[config.mk]
export PLATFORM = sky130hd
export DESIGN_NAME = al_clk_key_entry_flat
export DESIGN_NICKNAME = d
export VERILOG_FILES = /design/src/rtl/al_clk_pkg.sv /design/src/rtl/al_clk_key_entry_if.sv /design/src/rtl/al_clk_time_valid.sv /design/src/rtl/al_clk_key_entry.sv /design/src/flat_wrapper.sv
export SDC_FILE = /design/constraint.sdc
export NUM_CORES = 1
export LEC_CHECK = 0
export CAP_MARGIN = 20
export CELL_PAD_IN_SITES_DETAIL_PLACEMENT = 2
export CELL_PAD_IN_SITES_GLOBAL_PLACEMENT = 2
export CORE_ASPECT_RATIO = 0.5
export CORE_MARGIN = 5
export CORE_UTILIZATION = 33
export CTS_CLUSTER_DIAMETER = 80
export CTS_CLUSTER_SIZE = 16
export DETAILED_ROUTE_END_ITERATION = 7
export PLACE_DENSITY_LB_ADDON = 0.15
export SLEW_MARGIN = 5
export SYNTH_ARGS = -nofsm -noshare
export SYNTH_HDL_FRONTEND = slang
export SYNTH_SLANG_ARGS = --single-unit
[constraint.sdc]
create_clock -name clk256 -period 2.6 [get_ports clk256]
set_input_delay 0.39 -clock clk256 [delete_from_list [all_inputs] [get_ports clk256]]
set_output_delay 0.39 -clock clk256 [all_outputs]
set_load 0.02 [all_outputs]
[src/rtl/al_clk_pkg.sv]
// Shared types and range constants for the alarm clock blocks:
// BCD HH:MM time, key-entry FSM states and the legal digit ranges.
package al_clk_pkg;

  typedef struct packed {
    logic [3:0] ms_hour;
    logic [3:0] ls_hour;
    logic [3:0] ms_min;
    logic [3:0] ls_min;
  } bcd_time_t;

  typedef enum logic {
    ST_IDLE  = 1'b0,
    ST_ENTRY = 1'b1
  } entry_state_e;

  localparam logic [3:0] MAX_MS_HOUR       = 4'd2;
  localparam logic [3:0] MAX_LS_HOUR_AT_20 = 4'd3;
  localparam logic [3:0] MAX_MS_MIN        = 4'd5;
  localparam logic [3:0] KEY_MAX_DIGIT     = 4'd9;

  function automatic logic is_digit(input logic [3:0] code);
    return code <= KEY_MAX_DIGIT;
  endfunction

endpackage

[src/rtl/al_clk_key_entry_if.sv]
// Keypad/button inputs and commit/display outputs of the key entry buffer.
// The key entry block is the slave; whoever drives the keypad is the master.
interface al_clk_key_entry_if;

  logic [3:0]  key;
  logic        key_valid;
  logic        time_button;
  logic        alarm_button;
  logic        one_second;
  logic [15:0] key_buffer;
  logic        entry_active;
  logic [15:0] time_out;
  logic        load_new_time;
  logic        load_new_alarm;
  logic        entry_error;

  modport master (
    output key, key_valid, time_button, alarm_button, one_second,
    input  key_buffer, entry_active, time_out,
    input  load_new_time, load_new_alarm, entry_error
  );

  modport slave (
    input  key, key_valid, time_button, alarm_button, one_second,
    output key_buffer, entry_active, time_out,
    output load_new_time, load_new_alarm, entry_error
  );

endinterface

[src/rtl/al_clk_time_valid.sv]
// Combinational range check of a BCD HH:MM value (00:00 .. 23:59).
// Shared with the alarm register.
module al_clk_time_valid
  import al_clk_pkg::*;
(
  input  bcd_time_t value,
  output logic      valid
);

  logic digits_ok;
  logic hours_ok;
  logic mins_ok;

  always_comb begin
    digits_ok = (value.ms_hour <= KEY_MAX_DIGIT) && (value.ls_hour <= KEY_MAX_DIGIT) &&
                (value.ms_min  <= KEY_MAX_DIGIT) && (value.ls_min  <= KEY_MAX_DIGIT);
    // 20..23 is the only decade where ls_hour is restricted.
    hours_ok  = (value.ms_hour <= MAX_MS_HOUR) &&
                !((value.ms_hour == MAX_MS_HOUR) && (value.ls_hour > MAX_LS_HOUR_AT_20));
    mins_ok   = value.ms_min <= MAX_MS_MIN;
    valid     = digits_ok && hours_ok && mins_ok;
  end

endmodule

[src/rtl/al_clk_key_entry.sv]
// Keypad entry buffer: shifts BCD digits into an HH:MM buffer, validates it on
// TIME/ALARM and emits a one-cycle load strobe; abandons idle entries.
module al_clk_key_entry
  import al_clk_pkg::*;
#(
  parameter int unsigned TIMEOUT_SECONDS = 10
) (
  input logic               clk256,
  input logic               reset_n,
  al_clk_key_entry_if.slave bus
);

  // The idle-second counter is 4 bits, so TIMEOUT_SECONDS must be 1..15.
  localparam logic [3:0] TIMEOUT_LIMIT = 4'(TIMEOUT_SECONDS);

  entry_state_e state_q, state_d;
  bcd_time_t    key_buffer_q, key_buffer_d;
  bcd_time_t    time_out_q, time_out_d;
  logic [2:0]   digit_cnt_q, digit_cnt_d;
  logic [3:0]   idle_secs_q, idle_secs_d;
  logic         load_time_q, load_time_d;
  logic         load_alarm_q, load_alarm_d;
  logic         entry_error_q, entry_error_d;

  logic digit_in;
  logic commit;
  logic buffer_valid;

  al_clk_time_valid u_time_valid (
    .value (key_buffer_q),
    .valid (buffer_valid)
  );

  assign digit_in = bus.key_valid && is_digit(bus.key);
  assign commit   = bus.time_button || bus.alarm_button;

  // NOTE: every output of this block gets a default first, so no path can infer a latch.
  always_comb begin
    state_d       = state_q;
    key_buffer_d  = key_buffer_q;
    time_out_d    = time_out_q;
    digit_cnt_d   = digit_cnt_q;
    idle_secs_d   = idle_secs_q;
    load_time_d   = 1'b0;
    load_alarm_d  = 1'b0;
    entry_error_d = 1'b0;

    unique case (state_q)
      ST_IDLE: begin
        if (digit_in) begin
          key_buffer_d = bcd_time_t'({12'h000, bus.key});
          digit_cnt_d  = 3'd1;
          idle_secs_d  = 4'd0;
          state_d      = ST_ENTRY;
        end
      end

      ST_ENTRY: begin
        if (commit) begin
          // A button beats a simultaneous digit; TIME beats ALARM.
          if (buffer_valid) begin
            time_out_d   = key_buffer_q;
            load_time_d  = bus.time_button;
            load_alarm_d = !bus.time_button;
          end else begin
            entry_error_d = 1'b1;
          end
          key_buffer_d = '0;
          digit_cnt_d  = 3'd0;
          idle_secs_d  = 4'd0;
          state_d      = ST_IDLE;
        end else if (digit_in) begin
          key_buffer_d = bcd_time_t'({key_buffer_q[11:0], bus.key});
          digit_cnt_d  = (digit_cnt_q == 3'd4) ? digit_cnt_q : digit_cnt_q + 3'd1;
          idle_secs_d  = 4'd0;
        end else if (bus.one_second) begin
          if (idle_secs_q + 4'd1 == TIMEOUT_LIMIT) begin
            key_buffer_d = '0;
            digit_cnt_d  = 3'd0;
            idle_secs_d  = 4'd0;
            state_d      = ST_IDLE;
          end else begin
            idle_secs_d  = idle_secs_q + 4'd1;
          end
        end
      end

      default: state_d = ST_IDLE;
    endcase
  end

  // NOTE: state updates use non-blocking assignments so every flop samples pre-edge values.
  always_ff @(posedge clk256 or negedge reset_n) begin
    if (!reset_n) begin
      state_q       <= ST_IDLE;
      key_buffer_q  <= '0;
      time_out_q    <= '0;
      digit_cnt_q   <= 3'd0;
      idle_secs_q   <= 4'd0;
      load_time_q   <= 1'b0;
      load_alarm_q  <= 1'b0;
      entry_error_q <= 1'b0;
    end else begin
      state_q       <= state_d;
      key_buffer_q  <= key_buffer_d;
      time_out_q    <= time_out_d;
      digit_cnt_q   <= digit_cnt_d;
      idle_secs_q   <= idle_secs_d;
      load_time_q   <= load_time_d;
      load_alarm_q  <= load_alarm_d;
      entry_error_q <= entry_error_d;
    end
  end

  assign bus.key_buffer     = key_buffer_q;
  assign bus.entry_active   = (state_q == ST_ENTRY);
  assign bus.time_out       = time_out_q;
  assign bus.load_new_time  = load_time_q;
  assign bus.load_new_alarm = load_alarm_q;
  assign bus.entry_error    = entry_error_q;

endmodule

[src/flat_wrapper.sv]
// flat-port wrapper written by rule: the top's interface ports become plain ports
module al_clk_key_entry_flat import al_clk_pkg::*;
#(
  parameter int unsigned TIMEOUT_SECONDS = 10
)
  (clk256, reset_n, bus_key, bus_key_valid, bus_time_button, bus_alarm_button, bus_one_second, bus_key_buffer, bus_entry_active, bus_time_out, bus_load_new_time, bus_load_new_alarm, bus_entry_error);
  al_clk_key_entry_if bus_i ();
  input logic clk256;
  input logic reset_n;
  input wire logic [$bits(bus_i.key)-1:0] bus_key;
  input wire logic [$bits(bus_i.key_valid)-1:0] bus_key_valid;
  input wire logic [$bits(bus_i.time_button)-1:0] bus_time_button;
  input wire logic [$bits(bus_i.alarm_button)-1:0] bus_alarm_button;
  input wire logic [$bits(bus_i.one_second)-1:0] bus_one_second;
  output wire logic [$bits(bus_i.key_buffer)-1:0] bus_key_buffer;
  output wire logic [$bits(bus_i.entry_active)-1:0] bus_entry_active;
  output wire logic [$bits(bus_i.time_out)-1:0] bus_time_out;
  output wire logic [$bits(bus_i.load_new_time)-1:0] bus_load_new_time;
  output wire logic [$bits(bus_i.load_new_alarm)-1:0] bus_load_new_alarm;
  output wire logic [$bits(bus_i.entry_error)-1:0] bus_entry_error;
  assign bus_i.key = bus_key;
  assign bus_i.key_valid = bus_key_valid;
  assign bus_i.time_button = bus_time_button;
  assign bus_i.alarm_button = bus_alarm_button;
  assign bus_i.one_second = bus_one_second;
  assign bus_key_buffer = bus_i.key_buffer;
  assign bus_entry_active = bus_i.entry_active;
  assign bus_time_out = bus_i.time_out;
  assign bus_load_new_time = bus_i.load_new_time;
  assign bus_load_new_alarm = bus_i.load_new_alarm;
  assign bus_entry_error = bus_i.entry_error;
  al_clk_key_entry #(.TIMEOUT_SECONDS(TIMEOUT_SECONDS)) u_core (.clk256(clk256), .reset_n(reset_n), .bus(bus_i));
endmodule
==> results summary, run 1 <==
The flow ran to the end, and the final reports show no timing, DRC or antenna violations. The post-synth net total is between 150 and 200. Traced cell by cell, the critical path runs through clkdlybuf4s50_1 -> or2_2 -> nand2_1 -> nor3_4 -> buf_4 -> mux2_2. For the worst flop-to-flop path, the logic depth is 5. After detailed routing, the number of vias per cell comes to approximately 5.4. The initial core utilization came out at around a third. The worst setup path is launched from an input pin. The delay contributed by the slowest stage of the critical path is about 560 ps. The accumulated negative setup slack came out at 0 ps. The number of design rule violations left after detail routing came out at 0. The beginning of the worst register-to-register path is u_core.bus.key_buffer[11]. The tightest min-delay check is of the in -> async type.

Counting flops and latches in the post-synthesis netlist gives 40. For this run, the leading register cell type out of synthesis is dfrtp_1. The die area is between 7000 and 8000 um2. The number of distinct library cells after synthesis came out at between 40 and 50. The number of nets at the end of the flow came out at approximately 230. The final clock period utilization by the worst path came out at between 70% and 80%.

The cell sitting at the root of the clock tree is a clkbuf_16. Combinational logic is responsible for 16.7% of the overall power. The sequential cell area fraction in the yosys report is a little over half.

The via count of the first global-routing pass came to around 1700. Cell internal power was estimated by the tool at about 1.2 mW. The footprint of the flip-flops and latches came out at 1001 um2. Counting flops with a built-in enable in the synthesized netlist gives 0.

Cells fill 46.87% of the core in the end. The number of instances resized during post-cts repair came out at 0. The maximum ir drop on the vdd rail is roughly 0.28 mV. Across every metal layer, demand over resource in global routing totals 16.05%.

The area added between synthesis and finish came out at 37.87%. The count of filler cells inserted in the layout is 562. In this run the tool buffered the top-level ports with 45 buffer cells.

The clock latency of the later-clocked register in the worst-skew pair is 280 ps. The maximum clock skew at final layout is 3.669 ps. The maximum fanout along the worst path is 16. The remaining antenna violation count after routing is 0. Summed over all nets, the switching power comes to 0.4414 mW.

For this run the aggregate overflow at the end of global routing stands at 0. The area of the multi-input gates is between 700 and 800 um2. Counting the buffers created by CTS gives 5. After synthesis the cells add up to about 1900 um2.

At the end of routability-driven placement, the weighted congestion stood at approximately 0.74. The first global-routing pass estimated 9.177 mm of wire. The routed layout has about 1600 vias. The total core area is 5492 um2. The number of max-slew violations in the final report came to 0. TritonCTS built the clock tree. The number of buffers added to fix hold violations after cts came out at 0.

The sequential cell fraction of total power is a little over two fifths. From left edge to right edge, the die measures 116.4 um. The routed wire length came out at approximately 5.6 mm. The number of antenna violations at the first check in global routing is 0.

The H-tree level count is 2. In this run the critical register-to-register path is captured at u_core.bus.time_out[8]. The clock passes through at most 2 buffers. 46 I/O pins were placed. 0 antenna diodes ended up in the layout. Synthesis produced a netlist whose cell count is between 150 and 200. The buffer count from post-CTS setup fixing is 0. The leakage power summed over all cells came out at between 1 and 1.5 nW. The clock-pin slew of the registers on the worst-case setup and hold paths came out at approximately 60 ps.

The fraction of layout instances using a drive strength above 1 is 17.29%. The yosys synthesis warning count came out at 0. Total power for the finished layout comes to between 1.5 and 2 mW.

The switching share of power came out at roughly a quarter. The number of detailed-route iterations in the first pass is 4. In this run, the number of DRC markers left after iteration 0 of detailed routing was 39.

The number of endpoints with negative hold slack in the final report came out at 0. The power density over the cells is about 650 nW/um2. By startpoint and endpoint, the worst setup path is classified as in -> reg. The actual slew at the worst max-slew pin is approximately 940 ps.

The synthesized area per cell came out at 11.31 um2. After synthesis, the share of flip-flops with an asynchronous set or reset is between 90% and 100%. Static timing analysis puts the maximum clock frequency at 511.6 MHz. The wire-length estimate of the detail-placed layout is between 3 and 4 mm.

The required time of the critical path is ~2800 ps. The vertical die dimension came out at about 63 um. Among all stages on the critical path, the largest delay is contributed by clkdlybuf4s50_1. The max-capacitance violation count came out at 0. Data on the critical path arrives at its endpoint at 2120 ps. The clock sink total came out at 40.

The row count came out at 19. Setup repair after global routing left no endpoint under its margin. In the final routed layout, each cell accounts on average for 19.65 um.

The final setup violation count is 0. The headroom to the max-slew limit is 37.39%. The internal reg-to-reg setup slack is roughly 730 ps. The maximum number of pins on one net before global-route repair came out at just over 40.

The worst setup path is captured at a flop. The final critical path time including I/O delays and setup is 1955 ps. The proportion of power drawn by the clock network is about two fifths.
through the flow:
stage	std cells	setup slack, ps	hold WS, ps	cell area, um2
after floorplan	165	760.4	94.41	1867
after global placement	279	423.2	492.2	2406
after detailed placement	279	347.7	490.3	2406
after CTS	287	638.8	282.5	2574
after global routing	287	564.2	325.5	2574
final	287	645.3	253.5	2574
registers in the layout, summed over array words and instances (netlist names):
register	count
u_core.bus.entry_active	1
u_core.bus.time_out	16
u_core.bus.entry_error	1
u_core.bus.load_new_time	1
u_core.bus.key_buffer	16
u_core.idle_secs_q	4
u_core.bus.load_new_alarm	1
cells by family (layout without fill, tap and decap cells):
group | count (synthesis) | after routing | share of synthesized area, %
flip-flops | 40 | 40 | 53.62
adder cells (fa/ha/maj) | 2 | 2 | 1.340
AND/OR/NAND/NOR | 45 | 45 | 14.61
AO/OA/AOI/OAI | 50 | 50 | 18.50
buffers and inverters | 14 | 63 | 3.553
multiplexers | 14 | 14 | 8.378
routing by layer:
layer	part of all wire, %	global-route usage, %
met5	0	0
met2	49	25.78
met1	47	21.35
met3	3.0	4.207
met4	0.64	4.486
worst max path at each step:
stage                                    from                     end  cells past startpoint
CTS                           bus_time_button  u_core.bus.time_out[4]                      6
global placement              bus_time_button  u_core.bus.time_out[8]                      6
finish                        bus_time_button  u_core.bus.time_out[8]                      6
detailed placement            bus_time_button  u_core.bus.time_out[4]                      6
floorplan           u_core.bus.key_buffer[11]  u_core.bus.time_out[0]                      5
global route                  bus_time_button  u_core.bus.time_out[4]                      6
layout make-up:
cell class	instances	share of cell area (%)
clock buffer	5	4.861
clock inverter	3	1.653
inverter	5	0.7292
multi-input combinational	111	31.06
sequential	40	38.89
tap	73	3.549
timing repair buffer	50	19.25
layout by cell type (no fill, tap or decap), types with 4 or more instances in the layout:
cell,instances
clkdlybuf4s50_1,44
dfrtp_1,40
o21ai_0,18
nand3_1,17
mux2_2,13
a32oi_1,12
nor2_1,7
inv_1,5
clkbuf_16,5
buf_4,4
critical path: cells and delay by family:
kind,cells,cell delay (ps)
mux,1,360
buf+inv,2,810
simple gates,3,540
power groups by stage:
stage / combinational [mW] / clock, mW / sequential (mW)
after floorplan: 0.100 / 0 / 0.748
after CTS: 0.285 / 0.725 / 0.703
after global routing: 0.297 / 0.745 / 0.709
after global placement: 0.278 / 0 / 0.711
after detailed placement: 0.282 / 0 / 0.714
final: 0.281 / 0.701 / 0.702
synthesized netlist by cell type, types with 2 or more instances:
master	count	area share, %
o21ai_0	18	4.8
clkbuf_1	5	1.0
a22o_1	2	0.94
nand3_1	17	4.6
or2_2	2	0.67
and2_1	2	0.67
a2111oi_0	2	0.94
nor2_1	7	1.4
nand2_1	3	0.60
buf_2	2	0.54
dfrtp_1	40	54
a31oi_1	3	1.0
ha_1	2	1.3
a21oi_1	3	0.80
mux2_2	13	7.8
inv_1	5	1.0
and2b_2	3	1.4
a32oi_1	12	5.6
(Power assumes the default switching activity.)
==> run 2, diff against run 1 <==
- CORE_UTILIZATION: 33 -> 31
- clock period: 2.6 -> 1.8 ns (I/O delays scaled with it)
==> results summary, run 2 (synthesized netlist as in run 1, its figures left out) <==
Result of the run: complete, no violations (unchanged). The clock-pin slew of the registers on the worst-case setup and hold paths is 60 ps (about the same). The remaining antenna violation count after routing came to 0 (unchanged).

The max-capacitance violation count is 0 (unchanged). The beginning of the worst register-to-register path is u_core.bus.key_buffer[11] (unchanged). The number of buffers added to fix hold violations after cts is 0 (unchanged). The final clock period utilization by the worst path is between 90% and 100%. The area of the multi-input gates came out at 799.5 um2 (unchanged). The routed wire length is 6.160 mm (was 5.640 mm). The fraction of layout instances using a drive strength above 1 is 25.52% (was 17.29%). The maximum ir drop on the vdd rail came out at 0.3746 mV (was 0.2827 mV). Commonest cells after routing, fill and taps aside: clkdlybuf4s50_1, dfrtp_1, buf_4 (was clkdlybuf4s50_1, dfrtp_1, o21ai_0). Unrepaired setup endpoints after global routing: no (unchanged). The power density over the cells came out at 903.9 nW/um2 (was 654.5 nW/um2). The number of ports placed on the die boundary is 46 (unchanged). The root buffer cell is clkbuf_16 (unchanged). The detailed router's first-iteration violation count is 70 (was 39).

The path depth of the worst reg2reg path was 5 (unchanged). The leakage power summed over all cells is 1.221 nW (was 1.083 nW). The number of max-slew violations in the final report came out at 0 (unchanged). The number of detailed-route iterations in the first pass is 4 (unchanged). The final setup violation count was 0 (unchanged). The global routing usage summed across all routing layers is 17.21% (was 16.05%).

The actual slew at the worst max-slew pin was 541.6 ps (was 939.1 ps). The terminus of the critical flop-to-flop path was u_core.bus.time_out[13] (was u_core.bus.time_out[8]). The final routed wire length divided by cell count is 19.49 um (was 19.65 um). The die area is 7768 um2 (was 7353 um2).

The accumulated negative setup slack came out at 0 ps (unchanged). The maximum frequency from static timing analysis came out at slightly below 600 MHz. Worst path cell trace: a22oi_1 -> nand3_1 -> nor3_4 -> buf_12 -> mux2_2 (was clkdlybuf4s50_1 -> or2_2 -> nand2_1 -> nor3_4 -> buf_4 -> mux2_2). The maximum buffer depth of the clock tree came out at 2 (unchanged). The data arrival time of the critical path is 1890 ps (was 2120 ps). The number of antenna violations at the first check in global routing came out at 0 (unchanged). The number of endpoints with negative hold slack in the final report came out at 0 (unchanged).

The aggregate global routing overflow is 0 (unchanged). The total number of vias came out at 1680 (was 1562). The maximum fanout along the worst path is 16 (unchanged). The kind of cell adding the most delay to the critical path was simple AND/OR/NAND/NOR gates (was buffers and inverters). The detailed-route vias per instance came to 5.316 (was 5.443).

The delay contributed by the slowest stage of the critical path came out at 420 ps (was 560 ps). The area added between synthesis and finish came out at 48.32% (was 37.87%). The footprint of the flip-flops and latches came out at 1001 um2 (unchanged). The count of buffering cells on the critical path with inverters included is 1 (was 2). The class of the tightest hold or removal check is in -> async (unchanged).

The maximum clock skew at final layout was 5.166 ps (was 3.669 ps). The leading cell type in the layout, fill and taps excluded is clkdlybuf4s50_1 (unchanged). The clock latency of the later-clocked register in the worst-skew pair came to 280 ps (about the same).

The worst setup path category is reg -> reg (was in -> reg). The number of nets at the end of the flow is 250 (was 225). The total clock buffers created by CTS came out at 5 (unchanged).

The headroom to the max-slew limit was 63.89% (was 37.39%). The number of instances resized during post-cts repair came out at 0 (unchanged). The via count of the first global-routing pass came out at 1926 (was 1711). The clock tree from TritonCTS is done (unchanged).

The total core area came out at 5956 um2 (was 5492 um2). The vertical die dimension came out at 64.87 um (was 63.19 um). The number of port buffers is 45 (unchanged). The wire length of the first global-routing pass came out at 10.43 mm (was 9.177 mm). The final critical path time including I/O delays and setup came out at between 1500 and 2000 ps. The required time of the critical path is 1960 ps (was 2770 ps). The count of filler cells inserted in the layout came out at 634 (was 562). The H-tree level count is 2 (unchanged).

The clock sink total is 40 (unchanged). The final HPWL from detailed placement was 4.196 mm (was 3.747 mm). The number of design rule violations left after detail routing is 0 (unchanged). The cell at the slowest stage of the critical path was dfrtp_1 (was clkdlybuf4s50_1).

The nature of the critical path startpoint is a flop (was input pin). The internal reg-to-reg setup slack came out at 70 ps (was 730 ps). The horizontal extent of the die is 119.7 um (was 116.4 um). The kind of end point of the critical path is a flop (unchanged). The buffer count from post-CTS setup fixing came to 0 (unchanged). The row count is 20 (was 19). The initial core utilization is 31.34% (was 33.99%). The maximum number of pins on one net before global-route repair came to 41 (unchanged).

The final weighted congestion in routability-driven placement is 0.7457 (was 0.7383). The hold slack came out at 55.00 ps (was 253.5 ps). The number of antenna repair diodes is 0 (unchanged).
run 2: power breakdown:
group / switching (mW) / internal (mW) / leakage, nW / total (mW)
Combinational: 0.257 / 0.236 / 0.593 / 0.494
Clock: 0.364 / 0.653 / 0.0808 / 1.02
Sequential: 0.0357 / 0.957 / 0.547 / 0.992
Total: 0.657 / 1.85 / 1.22 / 2.50
run 2: metrics by stage:
stage | power (mW) | utilization, % | instances | worst slack, ps | area, um2
5_1_grt | 2.601 | 46.49 | 316 | 5.310 | 2769
3_3_place_gp | 1.492 | 43.63 | 308 | -94.86 | 2599
6_report | 2.503 | 46.49 | 316 | 73.32 | 2769
4_1_cts | 2.528 | 46.39 | 316 | 12.99 | 2763
3_5_place_dp | 1.504 | 43.63 | 308 | -158.1 | 2599
2_1_floorplan | 1.226 | - | 165 | 9.355 | 1867
run 2: layout make-up:
type                    count  area share [%]
clock buffers               6           4.654
clock inverters             2           1.265
inverters                   5          0.6778
multi-input cells         111           28.87
flip-flops and latches     40           36.15
well taps                  77           3.479
repair buffers             75           24.90
run 2: worst register-to-register path: cells and delay by family, from the launching register on:
| kind | cells | cell delay (ps) |
|---|---|---|
| flip-flops | 1 | 420 |
| AO/OA/AOI/OAI | 1 | 230 |
| AND/OR/NAND/NOR | 2 | 450 |
| multiplexers | 1 | 340 |
| buffers and inverters | 1 | 180 |
run 2: how the worst max path moves through the flow:
stage	start	endpoint	slack, ps	cells past startpoint
after floorplan	u_core.bus.key_buffer[11]	u_core.bus.time_out[0]	9	5
after global placement	bus_alarm_button	u_core.bus.time_out[8]	-90	6
after detailed placement	bus_alarm_button	u_core.bus.time_out[5]	-160	6
after CTS	u_core.bus.entry_active	bus_entry_active	10	2
after global routing	u_core.bus.key_buffer[15]	u_core.bus.time_out[13]	5	5
final	u_core.bus.key_buffer[11]	u_core.bus.time_out[13]	70	5
run 2: layer usage:
metal	up-vias	share of wire [%]	routed length (um)	track usage, %
li1	773	-	-	-
met4	0	0.86	53	4.137
met2	36	49	3016	31.04
met5	-	0	0	0
met1	865	47	2887	21.05
met3	6	3.3	203	4.010
